<file path="src/rtl/flag_update_ctrl.sv">
// Status-register load sequencer: merges masked ALU flag updates and software
// writes into one registered load stream, with an interrupt save/restore stack.
module flag_update_ctrl #(
  parameter int unsigned FLAG_W      = 5,
  parameter int unsigned STACK_DEPTH = 4,
  localparam int unsigned AW         = $clog2(STACK_DEPTH),
  localparam int unsigned DW         = $clog2(STACK_DEPTH + 1)
) (
  input  logic              clk,
  input  logic              rst,
  input  logic              alu_valid,
  input  logic [FLAG_W-1:0] alu_flags,
  input  logic [FLAG_W-1:0] alu_mask,
  input  logic              sw_wr,
  input  logic [FLAG_W-1:0] sw_flags,
  input  logic              irq_save,
  input  logic              irq_restore,
  input  logic              err_clr,
  output logic              ready,
  output logic              sr_ld,
  output logic [FLAG_W-1:0] sr_flags_in,
  output logic [FLAG_W-1:0] flags,
  output logic [DW-1:0]     depth,
  output logic              stack_full,
  output logic              stack_empty,
  output logic              stack_err
);

  typedef enum logic {IDLE, RESTORE} state_t;

  state_t            state_q, state_d;
  logic [FLAG_W-1:0] flags_q, flags_d;
  logic [FLAG_W-1:0] sr_flags_q, sr_flags_d;
  logic              sr_ld_q, sr_ld_d;
  logic [FLAG_W-1:0] rbuf_q, rbuf_d;
  logic [DW-1:0]     depth_q, depth_d;
  logic              err_q, err_d;
  logic [FLAG_W-1:0] stack_q [STACK_DEPTH];

  logic              err_set;
  logic              push;
  logic              restore_acc;
  logic [DW-1:0]     top_idx;

  assign stack_empty = (depth_q == '0);
  assign stack_full  = (depth_q == DW'(STACK_DEPTH));
  assign restore_acc = (state_q == IDLE) && irq_restore && !stack_empty;
  assign ready       = (state_q == IDLE) && !(irq_restore && !stack_empty);
  assign top_idx     = depth_q - DW'(1);

  assign sr_ld       = sr_ld_q;
  assign sr_flags_in = sr_flags_q;
  assign flags       = flags_q;
  assign depth       = depth_q;
  assign stack_err   = err_q;

  always_comb begin
    state_d    = state_q;
    flags_d    = flags_q;
    sr_flags_d = sr_flags_q;
    sr_ld_d    = 1'b0;
    rbuf_d     = rbuf_q;
    depth_d    = depth_q;
    err_set    = 1'b0;
    push       = 1'b0;
    unique case (state_q)
      IDLE: begin
        if (restore_acc) begin
          rbuf_d  = stack_q[top_idx[AW-1:0]];
          depth_d = top_idx;
          state_d = RESTORE;
          err_set = irq_save;
        end else begin
          err_set = irq_restore;
          if (sw_wr) begin
            flags_d    = sw_flags;
            sr_flags_d = sw_flags;
            sr_ld_d    = 1'b1;
          end else if (alu_valid) begin
            flags_d    = (flags_q & ~alu_mask) | (alu_flags & alu_mask);
            sr_flags_d = flags_d;
            sr_ld_d    = 1'b1;
          end
          // A save pushes the pre-update flags; the write port uses flags_q.
          if (irq_save) begin
            if (stack_full) begin
              err_set = 1'b1;
            end else begin
              push    = 1'b1;
              depth_d = depth_q + DW'(1);
            end
          end
        end
      end
      RESTORE: begin
        flags_d    = rbuf_q;
        sr_flags_d = rbuf_q;
        sr_ld_d    = 1'b1;
        state_d    = IDLE;
        err_set    = irq_save;
      end
      default: state_d = IDLE;
    endcase
    err_d = err_set | (err_q & ~err_clr);
  end

  always_ff @(posedge clk or negedge rst) begin
    if (!rst) begin
      state_q    <= IDLE;
      flags_q    <= '0;
      sr_flags_q <= '0;
      sr_ld_q    <= 1'b0;
      rbuf_q     <= '0;
      depth_q    <= '0;
      err_q      <= 1'b0;
      for (int unsigned i = 0; i < STACK_DEPTH; i++) stack_q[i] <= '0;
    end else begin
      state_q    <= state_d;
      flags_q    <= flags_d;
      sr_flags_q <= sr_flags_d;
      sr_ld_q    <= sr_ld_d;
      rbuf_q     <= rbuf_d;
      depth_q    <= depth_d;
      err_q      <= err_d;
      if (push) stack_q[depth_q[AW-1:0]] <= flags_q;
    end
  end

endmodule

</file>
<file path="config.mk">
export PLATFORM = sky130hd
export DESIGN_NAME = flag_update_ctrl
export DESIGN_NICKNAME = d
export VERILOG_FILES = /design/src/rtl/flag_update_ctrl.sv
export SDC_FILE = /design/constraint.sdc
export NUM_CORES = 1
export LEC_CHECK = 0
export ABC_CLOCK_PERIOD_IN_PS = 3000
export BUFFER_PORTS_ARGS = -buffer_cell sky130_fd_sc_hd__buf_2
export CAP_MARGIN = 20
export CORE_UTILIZATION = 30
export CTS_CLUSTER_SIZE = 10
export DETAILED_ROUTE_END_ITERATION = 16
export GPL_ROUTABILITY_DRIVEN = 1
export PLACE_DENSITY_LB_ADDON = 0.25
export SLEW_MARGIN = 20
export SYNTH_ARGS = -nofsm -noshare
export SYNTH_HDL_FRONTEND = slang
export SYNTH_SLANG_ARGS = --single-unit
</file>
<file path="constraint.sdc">
create_clock -name clk -period 3 [get_ports clk]
set_input_delay 0.75 -clock clk [delete_from_list [all_inputs] [get_ports clk]]
set_output_delay 0.75 -clock clk [all_outputs]
set_load 0.05 [all_outputs]
</file>
==> impl_metrics.csv, run 1 <==
group,metric,value,unit
yosys,synth-seq-cells,36,
yosys,yosys.area.top_type,"dfrtp_1",
hold_path,worstHoldStart,"rbuf_q[2]$_DFFE_PN0P_",
clocking,cts_made_buffers,5,
routing,viasPerCell,4.75,
floorplanning,ioPinCount,40,
placed_design,place_worst_setup_slack,0.706,ns
final_layout,layout_commonest_cell,"buf_2",
sta,rsz0062_at_grt,"no",
final_layout,final_cell_mix,"39 x buf_2, 36 x dfrtp_1, 25 x mux2_2",
power_and_ir_drop,leakage,1.00,nW
hold_path,hp-class,"reg2reg",
yosys,yosys-top-cells-area,"dfrtp_1 48%, mux2_2 15%, mux4_2 6.0%",
floorplanning,dieArea,6560,µm²
yosys,synth_compound_area_share,7.62,%
yosys,synthSimpleGateAreaFrac,14.0,%
sta,max-slew-margin-rel,46.8,%
global_routing,grt_start_max_net_pins,37,
routing,routedWlPerCell,14.0,µm
critical_path,crit_arrival,1.85,ns
routing,drc_errors,0,
sta,hold_viol_final,0,
sta,setup_viol,0,
routing,antenna_left,0,
yosys,async_flop_share,100,%
floorplanning,start_util,31.4,%
clocking,clkLatencyLatePin,0.29,ns
floorplanning,die_y,81.0,µm
placed_design,io_buffers,39,
sta,fmax,0.384,GHz
yosys,ys_seq_area_share,48.1,%
final_layout,antenna_cells,0,
critical_path,cp_max_fo,7,
critical_path,cp_data_required_time,2.25,ns
sta,worst_slack,0.398,ns
power_and_ir_drop,power.total,0.00267,W
critical_path,r2r_start,"depth[1]$_DFFE_PN0P_",
yosys,synth_top_family_by_area,"multiplexers",
yosys,synthesis.area_per_instance,12.3,µm²
clocking,clk_pin_slew_worst_paths,0.07,ns
placed_design,globalplace.congestion,0.772,
yosys,yosysTopAreaCellShare,48.1,%
global_routing,grt_pass1_wl,6090,µm
sta,period_share,86.7,%
final_layout,layout.nets,216,
clocking,htreeDepth,2,
power_and_ir_drop,power.density,1200,nW/µm²
critical_path,cp-end-kind,"primary output",
routing,dr.pass1.iters,4,
global_routing,antenna_found_initial,0,
power_and_ir_drop,vdd_drop_max,0.376,mV
clocking,cts_max_path_buffers,2,
yosys,ys.warnings.count,0,
sta,fin_skew,0.00869,ns
yosys,yosys.area_share.adder,3.34,%
yosys,syn_area,1870,µm²
clocking,cts-resized-gates,0,
hold_path,hold-path-cell-count,2,
routing,drt_iter0_drc,78,
sta,fin_tns_setup,0,ns
clocking,cts_hold_buf,0,
clocking,clock-sinks,36,
yosys,synth_top_flop_cell,"dfrtp_1",
critical_path,worstSetupStartpointType,"flip-flop",
routing,via_count,1259,
critical_path,rrSetupSlack,1.03,ns
final_layout,area_delta_synth_final,18.4,%
clocking,tritoncts,"yes",
global_routing,overflow,0,
critical_path,crit_type,"reg2out",
yosys,synth.distinct_cells,34,
floorplanning,num_rows,28,
flow_run,cap_violations,0,
yosys,synth_mux_area_share,21.6,%
routing,drt-total-wl,3710,µm
sta,tightest_slew,0.798,ns
sta,post-route-min-period,2.60,ns
final_layout,drive_gt1_share,44.2,%
floorplanning,coreArea,5960,µm²
yosys,syn_nets,179,
yosys,synth_xor_area_share,0.936,%
clocking,cts-root-buf,"clkbuf_8",
global_routing,grtUsageTotal,12.8,%
outcome,outcome,"finished clean",
critical_path,rr_worst_depth,5,
floorplanning,die_x,81.0,µm
clocking,cts_setup_buffers,0,
global_routing,first_global_vias,1211,
sta,final_max_slew_viol_count,0,
yosys,syn_inst,152,
placed_design,dpl.hpwl,2720,µm
yosys,synth-edff-count,0,
critical_path,worstReg2RegEnd,"stack_q[4]$_DFFE_PN0P_",
power breakdown:
group / internal, W / total (W) / switching, W
combinational: 0.000545 / 0.00135 / 0.000806
sequential: 0.000724 / 0.000896 / 0.000172
clock: 0.000247 / 0.000421 / 0.000175
worst max path at each step:
stage,startpoint,end,slack (ns),cells past startpoint
6_report,depth[1]$_DFFE_PN0P_,ready,0.40,6
5_1_grt,depth[1]$_DFFE_PN0P_,ready,0.25,6
4_1_cts,depth[1]$_DFFE_PN0P_,ready,0.38,6
3_5_place_dp,depth[1]$_DFFE_PN0P_,ready,0.71,6
3_3_place_gp,depth[1]$_DFFE_PN0P_,ready,0.76,6
2_1_floorplan,depth[0]$_DFFE_PN0P_,ready,0.17,7
worst max-delay path, stage by stage, from the launching register on:
cell      delay [ns]
dfrtp_1         0.44
inv_1           0.13
ha_1            0.19
nand2b_1        0.16
and2_1          0.28
nor2_2          0.10
buf_2           0.26
cell families after synthesis:
kind of cell / count (synthesis)
AND/OR/NAND/NOR: 41
flip-flops: 36
multiplexers: 31
adder cells (fa/ha/maj): 5
AO/OA/AOI/OAI: 23
XOR/XNOR: 2
buffers and inverters: 14
cells in the mapped netlist, types with 3 or more instances:
cell / count
ha_1: 5
a21oi_1: 8
nand2_1: 7
nor2_1: 8
o311a_1: 4
nor3b_1: 4
clkbuf_1: 3
nand2b_1: 8
mux2_2: 25
dfrtp_1: 36
buf_4: 5
nor2b_1: 4
o21ai_0: 8
mux4_2: 5
routing by layer:
layer | global-route usage [%] | routed length [µm]
met1 | 16.9 | 1770
met2 | 19.5 | 1650
met4 | 6.96 | 98
met5 | 0 | 0
met3 | 2.92 | 184
stage by stage:
step                      cells  hold WS (ns)  instance area, µm²  utilization [%]
after floorplan             152         0.449                1870                -
final                       265         0.487                2220             37.2
after CTS                   265         0.493                2220             37.2
after global routing        265         0.516                2220             37.2
after detailed placement    257         0.475                2110             35.4
after global placement      257         0.469                2110             35.4
final cells by class:
cell class / instances / area [µm²]
Inverter: 3 / 11.3
Clock inverter: 2 / 35.0
Clock buffer: 6 / 72.6
Multi-Input combinational cell: 102 / 892
Fill cell: 583 / 3740
Tap cell: 75 / 93.8
Sequential cell: 36 / 901
Timing Repair Buffer: 41 / 210
No activity file was read; power rests on OpenSTA's default activity.
==> inputs of run 2 (changes only) <==
--- a/config.mk
+++ b/config.mk
@@ -12,7 +12,7 @@
 export CTS_CLUSTER_SIZE = 10
 export DETAILED_ROUTE_END_ITERATION = 16
 export GPL_ROUTABILITY_DRIVEN = 1
-export PLACE_DENSITY_LB_ADDON = 0.25
+export PLACE_DENSITY = 0.6
 export SLEW_MARGIN = 20
 export SYNTH_ARGS = -nofsm -noshare
 export SYNTH_HDL_FRONTEND = slang
==> impl_metrics.csv, run 2 (synthesized netlist as in run 1, its figures left out) <==
group,metric,value,unit
clocking,clkLatencyLatePin,0.30,ns
floorplanning,start_util,31.4,%
hold_path,hp-class,"reg2reg",
routing,viasPerCell,4.77,
placed_design,io_buffers,39,
sta,max-slew-margin-rel,46.6,%
clocking,tritoncts,"yes",
critical_path,crit_family,"simple AND/OR/NAND/NOR gates",
sta,post-route-min-period,2.66,ns
flow_run,cap_violations,0,
critical_path,crit_type,"reg2out",
routing,routedWlPerCell,14.8,µm
critical_path,path_buf_inv,2,
final_layout,drive_gt1_share,43.9,%
sta,hold_viol_final,0,
floorplanning,coreArea,5960,µm²
placed_design,dpl.hpwl,2760,µm
sta,hold_ws,0.493,ns
floorplanning,ioPinCount,40,
final_layout,fin_util,37.1,%
critical_path,crit_arrival,1.91,ns
sta,final_max_slew_viol_count,0,
final_layout,nFillCells,595,
clocking,clock-sinks,36,
final_layout,antenna_cells,0,
floorplanning,die_x,81.0,µm
clocking,cts_hold_buf,0,
clocking,cts-resized-gates,0,
global_routing,use_met1,16.7,%
global_routing,grtUsageTotal,13.4,%
global_routing,grt_start_max_net_pins,37,
global_routing,overflow,0,
global_routing,first_global_vias,1208,
placed_design,globalplace.congestion,0.746,
floorplanning,dieArea,6560,µm²
clocking,cts_made_buffers,5,
global_routing,antenna_found_initial,0,
floorplanning,die_y,81.0,µm
power_and_ir_drop,vdd_drop_max,0.529,mV
sta,period_share,88.7,%
clocking,cts-root-buf,"clkbuf_8",
critical_path,worstSetupStartpointType,"flip-flop",
power_and_ir_drop,power.density,1210,nW/µm²
final_layout,layout.nets,215,
final_layout,layout_commonest_cell,"buf_2",
critical_path,rrSetupSlack,1.00,ns
global_routing,grt_use_met3,4.83,%
routing,drt_iter0_drc,53,
routing,via_count,1259,
clocking,htreeDepth,2,
sta,fmax,0.376,GHz
floorplanning,num_rows,28,
sta,tightest_slew,0.802,ns
routing,dr.pass1.iters,4,
clocking,cts_setup_buffers,0,
critical_path,cp_data_required_time,2.25,ns
power_and_ir_drop,leakage,0.997,nW
sta,fin_skew,0.00572,ns
global_routing,grt_pass1_wl,6250,µm
global_routing,use_met2,20.8,%
critical_path,slowest_stage,"dfrtp_1",
critical_path,cp_max_fo,7,
critical_path,cp_cell_sequence,"inv_1 -> ha_1 -> nand2b_1 -> and2_1 -> nor2_2 -> buf_2",
clocking,cts_max_path_buffers,2,
critical_path,critPathMaxStageDelay,0.43,ns
sta,rsz0062_at_grt,"no",
clocking,clk_pin_slew_worst_paths,0.07,ns
critical_path,cp-end-kind,"primary output",
outcome,outcome,"finished clean",
sta,fin_tns_setup,0,ns
global_routing,top_usage_layer,"met2",
routing,drt-total-wl,3900,µm
sta,setup_viol,0,
routing,antenna_left,0,
final_layout,area_delta_synth_final,18.0,%
routing,drc_errors,0,
final_layout,final_cell_mix,"39 x buf_2, 36 x dfrtp_1, 25 x mux2_2",
run 2: cell count changes in the layout (fill, tap and decap cells not counted):
| cell | change |
|---|---|
| buf_4 | -1 |
run 2: worst paths after layout:
kind,startpoint,end,depth (start not counted)
worst max register to register,state_q$_DFF_PN0_,stack_q[2]$_DFFE_PN0P_,3
worst min register to register,stack_err$_DFF_PN0_,stack_err$_DFF_PN0_,2
worst min-delay path,stack_err$_DFF_PN0_,stack_err$_DFF_PN0_,2
worst max-delay path,depth[1]$_DFFE_PN0P_,ready,6
min in group asynchronous,rst,depth[1]$_DFFE_PN0P_,1
max in group asynchronous,rst,stack_q[4]$_DFFE_PN0P_,1
run 2: routing by layer:
metal	up-vias	part of all wire (%)
met5	-	0
met4	0	1.7
met3	7	6.5
met2	39	45
met1	604	47
li1	609	-
run 2: cell type report:
class                   instances  area [µm²]  area share (%)
clock inverters                 2        35.0            1.59
well taps                      75        93.8            4.25
repair buffers                 40         203            9.18
multi-input cells             102         892            40.4
clock buffers                   6        72.6            3.29
inverters                       3        11.3           0.510
flip-flops and latches         36         901            40.8
run 2: per-stage QoR:
stage	instances	area, µm²	total power [W]	setup WS, ns
floorplan	152	1870	0.00200	0.166
global placement	256	2100	0.00226	0.752
detailed placement	256	2100	0.00227	0.652
CTS	264	2210	0.00271	0.327
global route	264	2210	0.00284	0.187
finish	264	2210	0.00267	0.338
run 2: where the power goes:
part	internal [W]	switching, W
clock network	0.000246	0.000177
registers	0.000723	0.000194
logic	0.000541	0.000790
run 2: worst register-to-register path, cell delays in order, from the launching register on:
cell	delay [ns]
dfrtp_1	0.63
nand2b_1	0.34
nor4b_4	0.52
mux2_2	0.39
==> inputs of run 3 (changes only) <==
--- a/config.mk
+++ b/config.mk
@@ -5,14 +5,14 @@
 export SDC_FILE = /design/constraint.sdc
 export NUM_CORES = 1
 export LEC_CHECK = 0
-export ABC_CLOCK_PERIOD_IN_PS = 3000
+export ABC_CLOCK_PERIOD_IN_PS = 2300
 export BUFFER_PORTS_ARGS = -buffer_cell sky130_fd_sc_hd__buf_2
 export CAP_MARGIN = 20
-export CORE_UTILIZATION = 30
+export CORE_UTILIZATION = 46
 export CTS_CLUSTER_SIZE = 10
 export DETAILED_ROUTE_END_ITERATION = 16
 export GPL_ROUTABILITY_DRIVEN = 1
-export PLACE_DENSITY = 0.6
+export PLACE_DENSITY = 0.83
 export SLEW_MARGIN = 20
 export SYNTH_ARGS = -nofsm -noshare
 export SYNTH_HDL_FRONTEND = slang
==> constraint.sdc (replaced) <==
create_clock -name clk -period 2.3 [get_ports clk]
set_input_delay 0.575 -clock clk [delete_from_list [all_inputs] [get_ports clk]]
set_output_delay 0.575 -clock clk [all_outputs]
set_load 0.05 [all_outputs]
==> impl_metrics.csv, run 3 (synthesized netlist as in run 1, its figures left out) <==
group,metric,value,unit
final_layout,final_cell_mix,"38 x buf_2, 34 x dfrtp_1, 25 x mux2_2",
final_layout,finalInstanceArea,2210,µm²
routing,viasPerCell,5.40,
sta,hold_ws,0.215,ns
placed_design,io_buffers,39,
floorplanning,num_rows,22,
global_routing,grt_start_max_net_pins,21,
sta,setup_viol,0,
routing,drt-total-wl,3690,µm
floorplanning,coreArea,3770,µm²
placed_design,place_area,2110,µm²
sta,fmax,0.448,GHz
clocking,htreeDepth,2,
clocking,cts_max_path_buffers,2,
global_routing,overflow,0,
final_layout,layout.nets,218,
clocking,tritoncts,"yes",
routing,drc_errors,0,
critical_path,cp_max_fo,7,
power_and_ir_drop,vdd_drop_max,0.973,mV
floorplanning,dieArea,4330,µm²
global_routing,grtUsageTotal,19.6,%
critical_path,cp-end-kind,"primary output",
final_layout,antenna_cells,0,
routing,drt_iter0_drc,34,
routing,antenna_left,0,
critical_path,rrSetupSlack,0.33,ns
floorplanning,die_x,65.8,µm
critical_path,worstReg2RegEnd,"stack_q[4]$_DFFE_PN0P_",
power_and_ir_drop,power.density,1570,nW/µm²
critical_path,r2r_start,"depth[1]$_DFFE_PN0P_",
sta,post-route-min-period,2.23,ns
sta,fin_tns_setup,0,ns
placed_design,dpl.hpwl,2690,µm
global_routing,grt_pass1_wl,6130,µm
global_routing,first_global_vias,1304,
routing,routedWlPerCell,15.4,µm
routing,dr.pass1.iters,5,
sta,max-slew-margin-rel,65.2,%
critical_path,crit_type,"reg2out",
final_layout,layout_commonest_cell,"buf_2",
final_layout,fin_util,58.5,%
critical_path,cp_data_required_time,1.73,ns
critical_path,rr_worst_depth,5,
final_layout,area_delta_synth_final,17.9,%
sta,rsz0062_at_grt,"no",
sta,period_share,97.1,%
power_and_ir_drop,leakage,1.01,nW
sta,final_max_slew_viol_count,0,
sta,tightest_slew,0.520,ns
clocking,clkLatencyLatePin,0.29,ns
final_layout,drive_gt1_share,49.0,%
floorplanning,ioPinCount,40,
clocking,clk_pin_slew_worst_paths,0.07,ns
critical_path,crit_arrival,1.66,ns
global_routing,antenna_found_initial,0,
placed_design,globalplace.congestion,0.845,
hold_path,hp-class,"in2async",
floorplanning,start_util,49.6,%
flow_run,cap_violations,0,
outcome,outcome,"finished clean",
floorplanning,die_y,65.8,µm
sta,fin_skew,0.00519,ns
clocking,cts_setup_buffers,0,
sta,hold_viol_final,0,
clocking,clock-sinks,36,
routing,via_count,1295,
critical_path,worstSetupStartpointType,"flip-flop",
clocking,cts_made_buffers,5,
clocking,cts-root-buf,"clkbuf_8",
==> run 3: worst max-delay path by stage <==
stage,start,endpoint,slack [ns],cells past startpoint
3_5_place_dp,depth[1]$_DFFE_PN0P_,ready,0.23,6
2_1_floorplan,depth[0]$_DFFE_PN0P_,ready,0.04,7
6_report,depth[1]$_DFFE_PN0P_,ready,0.07,6
3_3_place_gp,depth[1]$_DFFE_PN0P_,ready,0.29,6
4_1_cts,depth[1]$_DFFE_PN0P_,ready,0.02,6
5_1_grt,depth[1]$_DFFE_PN0P_,ready,0.002,6
==> run 3: metal layers <==
layer	vias to the layer above	track usage [%]	wire length, µm
met2	46	31.6	1760
li1	616	-	-
met3	5	6.21	225
met5	-	0	0
met4	0	7.34	29
met1	628	24.5	1680
==> run 3: cell type report <==
| cell class | count | area, µm² |
|---|---|---|
| Tap cell | 48 | 60.1 |
| Clock buffer | 6 | 82.6 |
| Clock inverter | 2 | 10.0 |
| Fill cell | 317 | 1560 |
| Multi-Input combinational cell | 102 | 908 |
| Sequential cell | 36 | 903 |
| Inverter | 3 | 11.3 |
| Timing Repair Buffer | 43 | 231 |
==> run 3: power breakdown <==
group          switching (W)  total [W]  leakage (nW)  internal [W]
registers           0.000244    0.00119         0.435      0.000949
logic                0.00107    0.00182         0.525      0.000749
clock network       0.000216   0.000455        0.0510      0.000239
==> run 3: metrics by stage <==
step,setup WS (ns),total power [W],cells
3_5_place_dp,0.232,0.00300,232
5_1_grt,0.00158,0.00369,240
3_3_place_gp,0.293,0.00295,232
4_1_cts,0.0156,0.00348,240
2_1_floorplan,0.0449,0.00266,152
6_report,0.0660,0.00347,240
==> run 3: repair_timing <==
action | 4_1_cts | 5_1_grt
hold buffers | 0 | 0
setup endpoints to repair | 1 | 1
gates cloned | 0 | 0
hold endpoints to repair | 0 | 0
resized for setup | 3 | 2
==> run 3: critical path, cell delays in order, from the launching register on <==
cell and delay (ns):
dfrtp_2 0.45, inv_2 0.09, ha_2 0.21, nand2b_4 0.09, and2_2 0.26, nor2_4 0.11
buf_6 0.16
